File: config.mk
export PLATFORM = sky130hd
export DESIGN_NAME = mem_arbiter
export DESIGN_NICKNAME = d
export VERILOG_FILES = /design/src/rtl/mem_arbiter.sv
export SDC_FILE = /design/constraint.sdc
export NUM_CORES = 1
export LEC_CHECK = 0
export ABC_AREA = 0
export ABC_CLOCK_PERIOD_IN_PS = 4400
export CAP_MARGIN = 15
export CORE_ASPECT_RATIO = 0.5
export CORE_MARGIN = 2
export CORE_UTILIZATION = 36
export DETAILED_ROUTE_END_ITERATION = 7
export HOLD_SLACK_MARGIN = 0.03
export PLACE_DENSITY = 0.72
export SKIP_CTS_REPAIR_TIMING = 1
export SYNTH_ARGS = -nofsm -noshare
export SYNTH_HDL_FRONTEND = slang
export SYNTH_SLANG_ARGS = --single-unit
File: constraint.sdc
create_clock -name clock -period 4.4 [get_ports clock]
set_input_delay 0.66 -clock clock [delete_from_list [all_inputs] [get_ports clock]]
set_output_delay 0.66 -clock clock [all_outputs]
set_load 0.02 [all_outputs]
File: src/rtl/mem_arbiter.sv
// Shared single-port memory arbiter: data stage has fixed priority over fetch.
// Optional access timeout enabled by defining MEM_ARBITER_TIMEOUT_EN.
module mem_arbiter (
    input  logic        clock,
    input  logic        reset,
    input  logic        if_req,
    input  logic [31:0] if_addr,
    output logic        if_ready,
    output logic [31:0] if_data,
    input  logic        dm_read,
    input  logic        dm_write,
    input  logic [31:0] dm_addr,
    input  logic [31:0] dm_wdata,
    output logic        dm_ready,
    output logic [31:0] dm_rdata,
    output logic        mem_req,
    output logic        mem_we,
    output logic [31:0] mem_addr,
    output logic [31:0] mem_wdata,
    input  logic        mem_ack,
    input  logic [31:0] mem_rdata,
    output logic        stall,
    output logic        err
);

    typedef enum logic [1:0] {IDLE, DATA, FETCH, DONE} state_t;

    state_t state;
    logic   own_dm;

`ifdef MEM_ARBITER_TIMEOUT_EN
    logic [3:0] cnt;
`else
    assign err = 1'b0;
`endif

    // Word alignment drops the byte offset.
    logic unused_addr_bits;
    assign unused_addr_bits = ^{if_addr[1:0], dm_addr[1:0]};

    assign stall = ((dm_read | dm_write) & ~dm_ready) | (if_req & ~if_ready);

    always_ff @(posedge clock or posedge reset) begin
        if (reset) begin
            state     <= IDLE;
            own_dm    <= 1'b0;
            mem_req   <= 1'b0;
            mem_we    <= 1'b0;
            mem_addr  <= '0;
            mem_wdata <= '0;
            if_ready  <= 1'b0;
            dm_ready  <= 1'b0;
            if_data   <= '0;
            dm_rdata  <= '0;
`ifdef MEM_ARBITER_TIMEOUT_EN
            cnt       <= '0;
            err       <= 1'b0;
`endif
        end else begin
            unique case (state)
                IDLE: begin
                    if (dm_read | dm_write) begin
                        state     <= DATA;
                        own_dm    <= 1'b1;
                        mem_req   <= 1'b1;
                        mem_we    <= dm_write;
                        mem_addr  <= {dm_addr[31:2], 2'b00};
                        mem_wdata <= dm_wdata;
`ifdef MEM_ARBITER_TIMEOUT_EN
                        cnt       <= '0;
`endif
                    end else if (if_req) begin
                        state    <= FETCH;
                        own_dm   <= 1'b0;
                        mem_req  <= 1'b1;
                        mem_we   <= 1'b0;
                        mem_addr <= {if_addr[31:2], 2'b00};
`ifdef MEM_ARBITER_TIMEOUT_EN
                        cnt      <= '0;
`endif
                    end
                end
                DATA, FETCH: begin
                    if (mem_ack) begin
                        state   <= DONE;
                        mem_req <= 1'b0;
                        mem_we  <= 1'b0;
                        if (own_dm) begin
                            dm_ready <= 1'b1;
                            if (!mem_we) dm_rdata <= mem_rdata;
                        end else begin
                            if_ready <= 1'b1;
                            if_data  <= mem_rdata;
                        end
`ifdef MEM_ARBITER_TIMEOUT_EN
                    end else if (cnt == 4'd14) begin
                        // This busy cycle brings the count to 15: give up.
                        cnt     <= cnt + 4'd1;
                        state   <= DONE;
                        mem_req <= 1'b0;
                        mem_we  <= 1'b0;
                        err     <= 1'b1;
                        if (own_dm) begin
                            dm_ready <= 1'b1;
                            dm_rdata <= '0;
                        end else begin
                            if_ready <= 1'b1;
                            if_data  <= '0;
                        end
                    end else begin
                        cnt <= cnt + 4'd1;
`endif
                    end
                end
                DONE: begin
                    state    <= IDLE;
                    if_ready <= 1'b0;
                    dm_ready <= 1'b0;
`ifdef MEM_ARBITER_TIMEOUT_EN
                    err      <= 1'b0;
`endif
                end
                default: state <= IDLE;
            endcase
        end
    end

endmodule

==> results.py <==
metrics = {
    "clock_tree": {
        "clkTransAtPathRegs_ps": 60,
        "htreeDepth": 4,
        "clockBufferDepth": 2,
        "insertion_delay_ps": 410,
        "clock-sinks": 133,
        "cts_tree": "built",
        "root_buffer": "clkbuf_16",
        "cts_buffers": 17,
    },
    "placement": {
        "hpwl_mm": 10.2,
        "place_inst": 824,
        "gp_congestion": 0.756,
        "dp_slack_ps": 1550,
        "port_buffers": 260,
    },
    "logic_synthesis": {
        "ys_ff_latch": 133,
        "synth_top_area_share_pct": 61.9,
        "synth_area_leaders": "dfrtp_1, mux2_2, mux2_1",
        "synth_ff_type": "dfrtp_1",
        "syn_area_sq_mm": 0.00537,
        "yosys.area.top_type": "dfrtp_1",
        "synth_cell_types": 26,
        "ys_seq_area_share_pct": 61.9,
        "postSynthAreaPerCell_sq_um": 14.2,
        "synthArstFlopShare_pct": 100,
        "synth_edf_count": 0,
        "ys_warn_count": 0,
        "netlist_instances": 379,
    },
    "floorplan": {
        "core_area_sq_mm": 0.0145,
        "num_rows": 31,
        "start_util_pct": 37.0,
        "ios": 268,
        "die_y_um": 90.4,
        "fp.dieW_um": 177,
        "die-area_sq_mm": 0.0160,
    },
    "worst_hold_path": {
        "hold_path_depth": 2,
        "hold_class": "reg -> reg",
        "min_to": "mem_addr[9]",
        "worstHoldStart": "mem_addr[9]",
    },
    "detailed_routing": {
        "first_pass_iters": 4,
        "viasPerCell": 4.55,
        "dr.first_iter.drc_count": 162,
        "vias": 3898,
        "drc": 0,
        "routedWlPerCell_um": 16.0,
        "postRouteAntennaNets": 0,
        "drt-total-wl_mm": 13.7,
    },
    "power": {
        "clkPwrFrac_pct": 20.2,
        "intPower_uw": 4420,
        "p_per_area_mw_per_mm2": 787,
        "p_comb_share_pct": 48.4,
        "seqPwrFrac_pct": 31.3,
        "ir_drop_uv": 391,
        "finalPower_uw": 6880,
        "swShare_pct": 35.7,
        "p_leak_uw": 0.00368,
        "netSwitchingPower_uw": 2460,
    },
    "critical_path": {
        "r2r_slack_ps": 2460,
        "reg2reg_from": "state[0]",
        "r2r_cells": 5,
        "slowest_stage": "clkdlybuf4s50_1",
        "critPathCaptureType": "output port",
        "worstPathArrival_ps": 2190,
        "cp-start-kind": "input pin",
        "cp_max_fo": 5,
        "r2r-end": "dm_rdata[4]",
        "crit_chain": "clkdlybuf4s50_1 > nor2_4 > o22ai_1 > clkdlybuf4s50_1",
        "critical_path_class": "in -> out",
        "path_common_cell": "clkdlybuf4s50_1",
        "cp_data_required_time_ps": 3740,
        "max_stage_delay_ps": 660,
    },
    "global_route": {
        "grt_pass1_vias": 3862,
        "overflow": 0,
        "track_usage_pct": 17.5,
        "grt_antenna_before_repair": 0,
        "grt_max_degree": 63,
        "grt_pass1_wl_mm": 21.4,
    },
    "sta": {
        "tightestPinTransition_ps": 639,
        "setup_ws_ps": 1550,
        "period_share_pct": 64.7,
        "period_needed_ps": 2850,
        "setup_tns_ps": 0,
        "setup_viol": 0,
        "maxSlewHeadroom_pct": 57.4,
        "final_hold_viol_count": 0,
        "rsz0062_at_grt": "false",
        "drv_slew": 0,
        "fmax_ghz": 0.351,
        "skew_ps": 10.2,
    },
    "layout": {
        "nFillCells": 1189,
        "layout-area-overhead-vs-synth_pct": 62.6,
        "layout-drive-gt1-share_pct": 17.0,
        "layout.cells.non_filler": 856,
        "post-route-util_pct": 60.2,
        "diodes": 0,
        "nets": 782,
    },
    "flow_run": {
        "maxCapViolCount": 0,
    },
    "outcome": {
        "status": "finished clean",
    },
}
## state kept, by name, indices dropped and copies added (netlist names)
register	flops
dm_ready	1
if_data	32
state	2
mem_addr	30
dm_rdata	32
mem_we	1
if_ready	1
mem_req	1
mem_wdata	32
own_dm	1
## layout by cell type (no fill, tap or decap), types with 2 or more instances in the layout
cell type	count
o22ai_1	2
clkbuf_16	17
bufinv_16	2
inv_1	5
conb_1	3
mux2_2	67
a21oi_1	2
nand2_1	33
o21ai_1	5
buf_4	8
dfrtp_1	133
clkinvlp_4	3
inv_6	2
mux2_1	30
mux2i_1	33
clkinv_2	6
o21ai_0	29
clkdlybuf4s50_1	260
clkbuf_8	2
ha_1	3
nor2b_1	2
## power by group through the flow
| stage | clock network [uW] | registers (uW) | logic, uW |
|---|---|---|---|
| after floorplan | 0 | 2910 | 1020 |
| after global placement | 0 | 2150 | 3330 |
| after detailed placement | 0 | 2180 | 3380 |
| after CTS | 1420 | 2160 | 3390 |
| after global routing | 1480 | 2240 | 3540 |
| final | 1390 | 2150 | 3330 |
## synthesized netlist by cell type, types with 2 or more instances
master and number:
dfrtp_1 133, mux2_2 67, mux2i_1 33, nand2_1 33, mux2_1 30, o21ai_0 29
buf_2 12, buf_4 9, inv_1 6, o21ai_1 5, ha_1 3, a21oi_1 2
clkbuf_2 2, nor2b_1 2, o22ai_1 2
## cell families (layout without fill, tap and decap cells)
kind of cell | count (synthesis) | count (layout) | share of synthesized area (%)
flip-flops | 133 | 133 | 61.9
multiplexers | 130 | 130 | 26.5
AO/OA/AOI/OAI | 42 | 42 | 4.40
AND/OR/NAND/NOR | 41 | 41 | 3.45
buffers and inverters | 29 | 306 | 2.98
adder cells (fa/ha/maj) | 3 | 3 | 0.699
other | 1 | 3 | 0.0698
## worst max-delay path, delay by kind of cell
family                 cells  cell delay [ps]
AO/OA/AOI/OAI              1              140
buffers and inverters      2             1320
AND/OR/NAND/NOR            1               70
## cell type report
cell class | count | area (sq um) | share of cell area, %
Clock inverter | 13 | 130 | 1.49
Inverter | 6 | 25.0 | 0.286
Timing Repair Buffer | 268 | 2660 | 30.5
Sequential cell | 133 | 3330 | 38.1
Clock buffer | 19 | 453 | 5.18
Tap cell | 198 | 248 | 2.83
Multi-Input combinational cell | 219 | 1890 | 21.7
## how the worst max path moves through the flow
stage               cells after the start           to      from  slack [ps]
floorplan                               1  dm_rdata[0]     reset         190
global placement                        4        stall  dm_write        1560
detailed placement                      4        stall  dm_write        1550
CTS                                     4        stall  dm_write        1550
global route                            4        stall  dm_write        1490
finish                                  4        stall  dm_write        1550
## layer usage
metal | vias to the layer above | part of all wire [%] | track usage [%]
li1 | 1857 | - | -
met5 | - | 0 | 0
met2 | 90 | 55 | 31.8
met3 | 16 | 3.9 | 4.08
met4 | 0 | 1.6 | 6.27
met1 | 1935 | 40 | 20.3
## stage by stage
stage | instance area [sq um] | hold WS, ps
2_1_floorplan | 5380 | 488
3_3_place_gp | 8160 | 462
3_5_place_dp | 8160 | 470
4_1_cts | 8740 | 482
5_1_grt | 8740 | 501
6_report | 8740 | 475
(Power assumes the default switching activity.)
